--- config.mk ---
export PLATFORM = sky130hd
export DESIGN_NAME = mbist_march_ctrl
export DESIGN_NICKNAME = d
export VERILOG_FILES = /design/src/rtl/mbist_pkg.sv /design/src/rtl/mbist_addr_gen.sv /design/src/rtl/mbist_march_ctrl.sv
export SDC_FILE = /design/constraint.sdc
export NUM_CORES = 1
export LEC_CHECK = 0
export CAP_MARGIN = 20
export CORE_MARGIN = 2
export CORE_UTILIZATION = 54
export DETAILED_ROUTE_END_ITERATION = 8
export GPL_TIMING_DRIVEN = 1
export PLACE_DENSITY = 0.78
export SLEW_MARGIN = 15
export SYNTH_ARGS = -nofsm -noshare
export SYNTH_HDL_FRONTEND = slang
export SYNTH_SLANG_ARGS = --single-unit
--- constraint.sdc ---
create_clock -name clk -period 2.8 [get_ports clk]
set_clock_uncertainty 0.05 [all_clocks]
set_input_delay 0.28 -clock clk [delete_from_list [all_inputs] [get_ports clk]]
set_output_delay 0.28 -clock clk [all_outputs]
set_load 0.005 [all_outputs]
--- src/rtl/mbist_pkg.sv ---
// Shared types and March C- element tables for the memory BIST controller.
// Bit e of each table describes march element e.
package mbist_pkg;

  typedef enum logic [1:0] {
    ST_IDLE,
    ST_RUN,
    ST_FLUSH,
    ST_DONE
  } state_t;

  localparam int unsigned N_ELEM    = 6;
  localparam logic [2:0]  LAST_ELEM = 3'(N_ELEM - 1);

  // E0 up w0 | E1 up r0,w1 | E2 up r1,w0 | E3 down r0,w1 | E4 down r1,w0 | E5 up r0
  localparam logic [7:0] ELEM_DOWN    = 8'b0001_1000;
  localparam logic [7:0] ELEM_TWO_OPS = 8'b0001_1110;
  localparam logic [7:0] OP0_READ     = 8'b0011_1110;
  localparam logic [7:0] OP0_DATA     = 8'b0001_0100;
  localparam logic [7:0] OP1_DATA     = 8'b0000_1010;

  // Write value, or expected read value, of op 'op' in element 'e'.
  function automatic logic op_data(input logic [2:0] e, input logic op);
    return op ? OP1_DATA[e] : OP0_DATA[e];
  endfunction

endpackage

--- src/rtl/mbist_addr_gen.sv ---
// Up/down address counter for march elements: load sets direction and the
// first address of the element, last flags the final address in that direction.
module mbist_addr_gen #(
  parameter int AWIDTH = 4
) (
  input  logic              clk,
  input  logic              reset,
  input  logic              load,
  input  logic              load_down,
  input  logic              step,
  output logic [AWIDTH-1:0] addr,
  output logic              last
);

  logic down;

  always_ff @(posedge clk) begin
    if (reset) begin
      addr <= '0;
      down <= 1'b0;
    end else if (load) begin
      down <= load_down;
      addr <= load_down ? '1 : '0;
    end else if (step) begin
      addr <= down ? addr - 1'b1 : addr + 1'b1;
    end
  end

  assign last = down ? (addr == '0) : (addr == '1);

endmodule

--- src/rtl/mbist_march_ctrl.sv ---
// March C- BIST sequencer for a bit-wide RAM: issues one op per cycle,
// compares registered read data one cycle later and records the result.
module mbist_march_ctrl
  import mbist_pkg::*;
#(
  parameter int AWIDTH = 4,
  parameter int CNT_W  = 8
) (
  input  logic              clk,
  input  logic              reset,
  input  logic              start,
  output logic              busy,
  output logic              done,
  output logic              pass,
  output logic              err,
  output logic [CNT_W-1:0]  fail_cnt,
  output logic [AWIDTH-1:0] first_fail_addr,
  output logic [2:0]        first_fail_elem,
  output logic [AWIDTH-1:0] mem_wr_addr,
  output logic [AWIDTH-1:0] mem_rd_addr,
  output logic              mem_din,
  output logic              mem_we,
  output logic              mem_re,
  input  logic              mem_dout
);

  state_t              state;
  logic [2:0]          elem;
  logic                op;
  logic                last_issued;

  logic [AWIDTH-1:0]   ag_addr;
  logic                ag_last, ag_load, ag_load_down, ag_step;
  logic                cur_read, cur_data, last_op, elem_end, test_end, issue;

  // Read side-band travels with mem_re so it lines up with mem_dout.
  logic                iss_exp;
  logic [2:0]          iss_elem;
  logic                cmp_vld, cmp_exp;
  logic [AWIDTH-1:0]   cmp_addr;
  logic [2:0]          cmp_elem;
  logic                mism;

  mbist_addr_gen #(.AWIDTH(AWIDTH)) u_addr_gen (
    .clk       (clk),
    .reset     (reset),
    .load      (ag_load),
    .load_down (ag_load_down),
    .step      (ag_step),
    .addr      (ag_addr),
    .last      (ag_last)
  );

  always_comb begin
    // NOTE: every signal gets a value on every path, so no latch is inferred.
    cur_read     = !op && OP0_READ[elem];
    cur_data     = op_data(elem, op);
    last_op      = op || !ELEM_TWO_OPS[elem];
    elem_end     = last_op && ag_last;
    test_end     = elem_end && (elem == LAST_ELEM);
    issue        = (state == ST_IDLE && start) || (state == ST_RUN && !last_issued);
    ag_step      = issue && last_op && !ag_last;
    // Outside of issuing, park the counter at address 0 counting up.
    ag_load      = issue ? (elem_end && !test_end) : 1'b1;
    ag_load_down = issue && ELEM_DOWN[elem + 3'd1];
    mism         = cmp_vld && (mem_dout != cmp_exp);
  end

  // NOTE: sequential state uses <= so every flop updates from pre-edge values.
  always_ff @(posedge clk) begin
    if (reset) begin
      state           <= ST_IDLE;
      elem            <= '0;
      op              <= 1'b0;
      last_issued     <= 1'b0;
      busy            <= 1'b0;
      done            <= 1'b0;
      pass            <= 1'b0;
      err             <= 1'b0;
      fail_cnt        <= '0;
      first_fail_addr <= '0;
      first_fail_elem <= '0;
      mem_wr_addr     <= '0;
      mem_rd_addr     <= '0;
      mem_din         <= 1'b0;
      mem_we          <= 1'b0;
      mem_re          <= 1'b0;
      iss_exp         <= 1'b0;
      iss_elem        <= '0;
      cmp_vld         <= 1'b0;
      cmp_exp         <= 1'b0;
      cmp_addr        <= '0;
      cmp_elem        <= '0;
    end else begin
      done     <= 1'b0;
      err      <= mism;
      mem_we   <= 1'b0;
      mem_re   <= 1'b0;
      cmp_vld  <= mem_re;
      cmp_exp  <= iss_exp;
      cmp_addr <= mem_rd_addr;
      cmp_elem <= iss_elem;

      if (mism) begin
        if (fail_cnt != '1) fail_cnt <= fail_cnt + 1'b1;
        if (fail_cnt == '0) begin
          first_fail_addr <= cmp_addr;
          first_fail_elem <= cmp_elem;
        end
      end

      if (issue) begin
        if (cur_read) begin
          mem_re      <= 1'b1;
          mem_rd_addr <= ag_addr;
          iss_exp     <= cur_data;
          iss_elem    <= elem;
        end else begin
          mem_we      <= 1'b1;
          mem_wr_addr <= ag_addr;
          mem_din     <= cur_data;
        end
        if (!last_op) begin
          op <= 1'b1;
        end else begin
          op <= 1'b0;
          if (test_end)      last_issued <= 1'b1;
          else if (elem_end) elem        <= elem + 3'd1;
        end
      end

      case (state)
        ST_IDLE: if (start) begin
          state           <= ST_RUN;
          busy            <= 1'b1;
          pass            <= 1'b0;
          fail_cnt        <= '0;
          first_fail_addr <= '0;
          first_fail_elem <= '0;
        end
        ST_RUN: if (last_issued) state <= ST_FLUSH;
        ST_FLUSH: begin
          state <= ST_DONE;
          busy  <= 1'b0;
          done  <= 1'b1;
          // The final compare lands on this same edge.
          pass  <= (fail_cnt == '0) && !mism;
        end
        ST_DONE: begin
          state       <= ST_IDLE;
          elem        <= '0;
          op          <= 1'b0;
          last_issued <= 1'b0;
        end
      endcase
    end
  end

endmodule
# [Word level (Yosys, flattened, before mapping)]
# Memory sizes are Yosys's and may differ from the RTL's. A register that Yosys moved wholly into a read port is not among the register bits.
# Cells that the tools add are included.
[op_classes] bitwise=3 add_sub_neg=4 n_mux=43 magnitude_cmp=2 n_reduce_logical=32 eq_ne=9
[ops] operator="3-bit two-way mux" count=12
[ops] operator="4-bit two-way mux" count=8
[ops] operator="8-bit two-way mux" count=4
[ops] operator="1-bit two-way mux" count=14
[ops] operator="1-bit logical AND" count=11
[ops] operator="8-bit by 1-bit adder with 8-bit output (second input constant)" count=1
[ops] operator="8-bit logical NOT" count=1
[ops] operator="3-bit by 4-bit < comparator with 1-bit output (second input constant)" count=2
[ops] operator="8-bit inequality test (second input constant)" count=1
[ops] operator="2-bit case mux with 4 select lines" count=1
[ops] operator="2-bit AND reduction" count=4
[ops] operator="1-bit logical NOT" count=6
[ops] operator="4-bit by 1-bit adder with 4-bit output (second input constant)" count=1
[ops] operator="2-bit == test (second input constant)" count=2
[ops] operator="4-bit == test (second input constant)" count=1
[ops] operator="4-bit logical NOT" count=1
[ops] operator="2-bit two-way mux" count=2
[ops] operator="2-bit inequality test (second input constant)" count=2
[ops] operator="1-bit case mux with 2 select lines" count=2
[ops] operator="4-bit AND reduction" count=1
[ops] operator="2-bit nonzero test" count=2
[ops] operator="2-bit OR reduction" count=2
[ops] operator="4-bit by 1-bit subtractor with 4-bit output (second input constant)" count=1
[ops] operator="3-bit by 1-bit adder with 3-bit output (second input constant)" count=1
[ops] operator="other kinds (7)" count=10
[totals] elab_cells=122 output_inout_bits=30 mem_bits_ro=40 input_bits=4 regBits=55 n_memories=5
[memory_table] memory="(name not given)" depth=8 word_bits=1 rd=1 rd_ports_with_merged_regs=0 write_ports=0 line_no="mbist_march_ctrl.sv:65" text="ag_load_down = issue && ELEM_DOWN[elem + 3'd1];"
[memory_table] memory="(name not given)" depth=8 word_bits=1 rd=1 rd_ports_with_merged_regs=1 write_ports=0 line_no="mbist_march_ctrl.sv:58" text="last_op = op || !ELEM_TWO_OPS[elem];"
[memory_table] memory="(name not given)" depth=8 word_bits=1 rd=1 rd_ports_with_merged_regs=1 write_ports=0 line_no="mbist_pkg.sv:24" text="return op ? OP1_DATA[e] : OP0_DATA[e];"
[memory_table] memory="(name not given)" depth=8 word_bits=1 rd=1 rd_ports_with_merged_regs=1 write_ports=0 line_no="mbist_pkg.sv:24"
[memory_table] memory="(name not given)" depth=8 word_bits=1 rd=1 rd_ports_with_merged_regs=1 write_ports=0 line_no="mbist_march_ctrl.sv:56" text="cur_read = !op && OP0_READ[elem];"

# [Depth between registers and ports, before layout]
# Gate-level depths: netlist of run 1.
[logic_depth] depth_word=10 depth_mapped=9 depth_no_buf=8

# [Modules after synthesis]
# From an unflattened synthesis of run 1, not the netlist that was laid out.
[hier_totals] cells_unflattened=273 hier_area_um2=2627.5
[modules_own_cells] module="mbist_march_ctrl" seq_area_each_um2=1081.0 cells_per_inst=233 area_per_inst_um2=2280.9 n_inst=1
[modules_own_cells] module="mbist_addr_gen" seq_area_each_um2=100.1 cells_per_inst=40 area_per_inst_um2=346.6 n_inst=1

# [Least setup slack after synthesis of run 1]
# Ideal clock, no wire load.
[synth_path] path_type="reg2reg" startpoint="reg state[1]" endpoint="reg iss_elem[0]" t_required_ns=2.633 t_arrival_ns=1.924 setup_time_ns=0.117 setup_slack_ns=0.709 n_path_buf=2 path_stages_with_launch=10 period_less_slack_ns=2.091 path_cell_list="dfxtp_1 -> inv_1 -> ha_1 -> nor2b_1 -> a21oi_1 -> buf_2 -> nand2b_1 -> clkbuf_1 -> nor2_1 -> o22a_1"
[synth_via] elab_chain_len=4 elab_cells_between_ends=6 cone_classes="eq/ne (1); reduce/logical (5)"
[synth_lines] item="start, declared" line_no="mbist_march_ctrl.sv:27" text="state_t state;"
[synth_lines] item="start signal, assigned" line_no="mbist_march_ctrl.sv:72" text="state <= ST_IDLE;"
[synth_lines] item="start signal, assigned" line_no="mbist_march_ctrl.sv:134" text="state <= ST_RUN;"
[synth_lines] item="start signal, assigned" line_no="mbist_march_ctrl.sv:141" text="ST_RUN: if (last_issued) state <= ST_FLUSH;"
[synth_lines] item="2-bit by 1-bit == test with 1-bit output or 2-bit logical NOT (tied branches)" line_no="mbist_march_ctrl.sv:61" text="issue = (state == ST_IDLE && start) || (state == ST_RUN && !last_issued);"
[synth_lines] item="1-bit logical AND" line_no="mbist_march_ctrl.sv:61"
[synth_lines] item="1-bit logical OR *" line_no="mbist_march_ctrl.sv:61"
[synth_lines] item="2-bit AND reduction (no line) *"
[synth_lines] item="end signal, assigned" line_no="mbist_march_ctrl.sv:117" text="iss_elem <= elem;"
[synth_lines] item="end, declared" line_no="mbist_march_ctrl.sv:38" text="logic [2:0] iss_elem;"
# Mark *: on every way between the ends. The rest lies on a longest branch, timed or not.
# A chain may end at the register's enable or synchronous reset.

==> summary.txt, run 1 <==
Status - complete, no violations
Slew headroom - 56.7%
FMAX - 441 MHz
Total number of vias - 1976
I/O Buffers - 33
Residual DRC - 0
Initial DRC Count - 80
Nets - 326
Avg Cell Area, Syn - 9.45 sq um
I/O Pins - 34
Post-CTS sizing - 0
CP Max Fanout - 12
Most frequent cells after synthesis - 59 x dfxtp_1, 46 x nor2_1, 16 x mux2i_1, 14 x a21oi_1, 13 x nor2b_1
Asr flop ratio synth - 0%
Leak - 1.28 nW
Final hold vios - 0
Slew Limit Fails - 0
Power Density - 678 mW/mm^2
Worst-Margin Slew - 646 ps
Clock Latency Late Sink - 330 ps
Main synth FF type - dfxtp_1
Rows - 25
Post-synthesis xor/xnor area fraction - 3.75%
Synth cell types - 44
Post-synthesis sequential area ratio - 45.9%
RSZ-0062 raised after global routing - false
Global route overflow - 0
CP Capture Type - flip-flop
Synth Area in Adders - 6.62%
RD Place Congestion - 0.822
R2R Path Start - state[1]$_SDFFE_PP0P_
Multi-input logic area - 0.00130 sq mm
Setup violators final - 0
YS warnings - 0
#FFs+latches synth - 59
Mapped Nets - 289
Total Wirelength - 4.96 mm
Worst Path Arrival - 2440 ps
CTS clock-pin slew for the worst setup and hold paths - 70 ps
Fillers - 378
Crit path from - state[1]$_SDFFE_PP0P_
CP Launch Type - flip-flop
Pre-antenna DRT Iters - 4
Most frequent cell after synthesis - dfxtp_1
Top post-synthesis cells by area - dfxtp_1 46%, nor2_1 6.7%, mux2i_1 6.2%
WS Path Type - flip-flop to flip-flop
Clk buf depth - 2
Post-route setup slack - 530 ps
Hold crit path type - flip-flop to flip-flop
Reg area - 0.00118 sq mm
Core Region - 0.00466 sq mm
Root buf cell - clkbuf_8
Initial Util - 55.2%
Mux share of post-synthesis cell area - 8.08%
Simple-gate share of the synthesized area - 22.0%
Worst Hold Launch - cmp_addr[0]$_SDFF_PP0_
Setup bufs post-CTS - 0
Die ar. - 0.00533 sq mm
Area Growth Syn to Fin - 22.7%
CTS Buf Count - 9
Largest net degree at the start of global routing - 19
Antenna-violating nets left - 0
VDD IR-drop max - 0.382 mV
Post-DP HPWL - 3.47 mm
Drt wl/cell - 13.5 um
Vias per inst - 5.38
Vias in the first global route - 1880
Final setup TNS - 0 ps
Dpl ws - 526 ps
Antenna diode count - 0
Hold_buf cts - 0
Largest area contributor in the netlist - dfxtp_1
First-pass GRT wire length - 8.36 mm
CTS tree - yes
Top-area cell type share of the netlist area - 45.9%
Post-synthesis cell count - 272
H-tree Lvls - 3
Layout cells sized above 1 - 9.27%
Netlist Area Pre-Place - 0.00257 sq mm
Chip width - 73.0 um
Total GRT Usage - 20.6%
CP required - 2970 ps
Max-cap violations - 0
Main combinational cell family by area after synthesis - simple AND/OR/NAND/NOR gates
Synth Area in Compound Gates - 10.1%
Reg2reg setup slack - 530 ps
Fin crit period - 2270 ps
Final worst path period share - 81.1%
EDFF count, synth - 0
Initial antenna violation count - 0
Die height - 73.0 um
Clk sink count - 59
-- critical path, cell delays in order (launching register included) --
cell	delay, ps
dfxtp_1	340
inv_1	110
ha_1	160
nor2b_1	170
a21oi_1	60
buf_4	180
nor4_4	510
nand4b_1	190
mux2_2	310
o311ai_0	100
-- placed cells by master, fill, tap and decap left out, drive strengths merged, types with 10 or more instances in the layout --
master	count
a21oi	14
clkbuf	11
clkdlybuf4s50	33
dfxtp	59
ha	12
inv	12
mux2i	18
nand2	10
nor2	47
nor2b	13
nor3	10
-- stage by stage --
step           area, sq um  util [%]  instances  hold slack, ps  power, W
2_1_floorplan         2570         -        272             387   0.00124
5_1_grt               3160      67.7        367             435   0.00225
3_3_place_gp          2950      63.4        352             390   0.00136
6_report              3160      67.7        367             414   0.00214
3_5_place_dp          2950      63.4        352             403   0.00137
4_1_cts               3160      67.7        367             418   0.00215
-- registers in the layout, indices dropped and copies added (netlist names), 2 cells and up, named ones only --
name	cells
cmp_elem	3
first_fail_addr	4
fail_cnt	8
first_fail_elem	3
mem_rd_addr	4
iss_elem	3
elem	3
mem_wr_addr	4
cmp_addr	4
state	2
u_addr_gen.addr	4
-- worst paths after layout --
check                                                      to  cells after the start
worst max-delay path                                flip-flop                      9
worst min-delay path            first_fail_addr[0]$_SDFF_PP0_                      2
worst max register to register                      flip-flop                      9
worst min register to register  first_fail_addr[0]$_SDFF_PP0_                      2
-- logic make-up after synthesis --
logic type	after synthesis
adder cells (fa/ha/maj)	13
AND/OR/NAND/NOR	108
AO/OA/AOI/OAI	39
XOR/XNOR	11
multiplexers	19
buffers and inverters	23
flip-flops	59
-- metal layers --
layer	GRT usage, %	wire length (um)	share of wire, %
met2	32.9	2400	48
met5	0	0	0
met3	3.73	148	3.0
met4	13.6	153	3.1
met1	25.4	2250	45
-- final cells by class --
cell class,count,area share [%]
Clock buffer,11,4.80
Inverter,12,1.43
Sequential cell,59,37.4
Tap cell,54,2.14
Multi-Input combinational cell,190,41.2
Clock inverter,4,1.59
Timing Repair Buffer,37,11.4
-- power breakdown --
part / internal, W / switching [W] / total, W
clock: 0.000453 / 0.000331 / 0.000784
sequential: 0.000894 / 0.0000536 / 0.000947
combinational: 0.000184 / 0.000224 / 0.000408
Power figures use the tool's default switching activity.
==> run 2: changes to the inputs <==
==> constraint.sdc (replaced) <==
create_clock -name clk -period 2.4 [get_ports clk]
set_clock_uncertainty 0.05 [all_clocks]
set_input_delay 0.24 -clock clk [delete_from_list [all_inputs] [get_ports clk]]
set_output_delay 0.24 -clock clk [all_outputs]
set_load 0.005 [all_outputs]
==> summary.txt, run 2 (synthesized netlist as in run 1, its figures left out) <==
Most common cell after layout, fill and taps aside - dfxtp_1
Core Region - 0.00466 sq mm (unchanged)
Slew headroom - 61.2% (+4.5 points)
CP Launch Type - flip-flop
Initial Util - 55.2% (unchanged)
Post-DP HPWL - 3.39 mm (-2.2%)
Post-CTS sizing - 0 (unchanged)
Antenna-violating nets left - 0 (unchanged)
Antenna diode count - 0 (unchanged)
Hold crit path type - flip-flop to flip-flop
Final Non-Filler Cells - 373 (+1.6%)
Max reg flops - 8 (unchanged)
Leak - 1.32 nW (+3.2%)
Clk sink count - 59 (unchanged)
CP Capture Type - flip-flop
Largest net degree at the start of global routing - 30 (+11)
VDD IR-drop max - 0.471 mV (+23%)
Drt wl/cell - 12.9 um (-4.2%)
H-tree Lvls - 3 (unchanged)
FMAX - 475 MHz (+7.8%)
Total Wirelength - 4.83 mm (-2.6%)
Die height - 73.0 um (unchanged)
Share of total power in combinational logic - 19.6% (+0.5 points)
Rows - 25 (unchanged)
Pre-antenna DRT Iters - 4 (unchanged)
Dpl cell area - 0.00299 sq mm (+1.3%)
Status - complete, no violations
Power Density - 816 mW/mm^2 (+20%)
Worst Path Arrival - 2320 ps (-120 ps)
Final hold vios - 0 (unchanged)
Sw power - 0.000752 W (+23%)
Top reg by flops - fail_cnt
Layout cells sized above 1 - 11.0% (+1.7 points)
Dpl ws - 280 ps (-245 ps)
Clk buf depth - 2 (unchanged)
CP required - 2620 ps (-350 ps)
Fin crit period - 2110 ps (-165 ps)
Die ar. - 0.00533 sq mm (unchanged)
CP Max Fanout - 11 (-1)
Final worst path period share - 87.7% (+6.6 points)
Residual DRC - 0 (unchanged)
Hold_buf cts - 0 (unchanged)
RSZ-0062 raised after global routing - false
I/O Pins - 34 (unchanged)
Slew Limit Fails - 0 (unchanged)
Initial antenna violation count - 0 (unchanged)
Vias per inst - 5.29 (-1.7%)
Vias in the first global route - 1796 (-4.5%)
Root buf cell - clkbuf_8
RD Place Congestion - 0.841 (+2.3%)
Switching share of power - 28.7% (+0.21 points)
Chip width - 73.0 um (unchanged)
Final instance area - 0.00322 sq mm (+1.9%)
Global route overflow - 0 (unchanged)
Clock power frac - 38.5% (+1.9 points)
Final setup TNS - 0 ps (unchanged)
Placed Cells - 357 (+1.4%)
First-pass GRT wire length - 8.09 mm (-3.3%)
Sequential Power Share - 41.8% (-2.5 points)
CTS tree - yes
Total power - 0.00262 W (+23%)
Setup bufs post-CTS - 0 (unchanged)
Total number of vias - 1974 (-0.10%)
Setup violators final - 0 (unchanged)
Area Growth Syn to Fin - 25.1%
Clock Latency Late Sink - 340 ps (about the same)
Worst-Margin Slew - 580 ps (-66.6 ps)
Post-route setup slack - 295 ps (-235 ps)
Max-cap violations - 0 (unchanged)
Nets - 331 (+1.5%)
Most frequent cells in the layout - 59 x dfxtp_1, 46 x nor2_1, 33 x clkdlybuf4s50_1, 16 x mux2i_1, 14 x a21oi_1
Total GRT Usage - 20.1% (-0.50 points)
CTS Buf Count - 9 (unchanged)
I/O Buffers - 33 (unchanged)
Int Power - 0.00187 W (+22%)
CTS clock-pin slew for the worst setup and hold paths - 70 ps (about the same)
WS Path Type - flip-flop to flip-flop
Initial DRC Count - 84 (+5.0%)
run 2: path summary, 6_finish.rpt:
check | slack (ps) | depth (start not counted) | to | start
worst max-delay path | 290 | 9 | flip-flop | state[0]$_SDFFE_PP0P_
worst min-delay path | 410 | 2 | first_fail_addr[0]$_SDFF_PP0_ | cmp_addr[0]$_SDFF_PP0_
worst max register to register | 290 | 9 | flip-flop | state[0]$_SDFFE_PP0P_
worst min register to register | 410 | 2 | first_fail_addr[0]$_SDFF_PP0_ | cmp_addr[0]$_SDFF_PP0_
run 2: worst max-delay path, stage by stage (launching register included):
cell and delay [ps]:
dfxtp_1 390, inv_1 100, ha_1 270, a21oi_1 250
buf_4 220, nor4_4 60, buf_4 170, a211o_1 240
a21oi_1 130, a2bb2oi_1 160
run 2: layout make-up:
cell class / instances / area, sq um
Fill cell: 383 / 1450
Multi-Input combinational cell: 190 / 1300
Sequential cell: 59 / 1180
Timing Repair Buffer: 42 / 398
Clock buffer: 9 / 124
Clock inverter: 7 / 100
Tap cell: 54 / 67.6
Inverter: 12 / 45.0
run 2: layer usage:
metal	GRT usage (%)	wire (um)
met1	25.7	2290
met2	29.8	2210
met3	8.70	245
met4	8.23	79
met5	0	0
run 2: power groups by stage:
stage	registers (W)	clock network (W)	logic, W
after floorplan	0.00112	0	0.000327
after global placement	0.00112	0	0.000504
after detailed placement	0.00112	0	0.000511
after CTS	0.00110	0.00103	0.000516
after global routing	0.00111	0.00108	0.000588
final	0.00110	0.00101	0.000514
run 2: through the flow:
stage	hold WS [ps]	util (%)
after floorplan	387	-
after global placement	393	64.2
after detailed placement	400	64.2
after CTS	415	69.0
after global routing	424	69.0
final	414	69.0
==> run 3: changes to the inputs <==
--- a/config.mk
+++ b/config.mk
@@ -5,10 +5,12 @@
 export SDC_FILE = /design/constraint.sdc
 export NUM_CORES = 1
 export LEC_CHECK = 0
+export ABC_AREA = 0
 export CAP_MARGIN = 20
 export CORE_MARGIN = 2
 export CORE_UTILIZATION = 54
 export DETAILED_ROUTE_END_ITERATION = 8
+export GPL_ROUTABILITY_DRIVEN = 0
 export GPL_TIMING_DRIVEN = 1
 export PLACE_DENSITY = 0.78
 export SLEW_MARGIN = 15
==> results of run 3 <==
The final DEF is identical to that of run 2; final timing and power are the same.
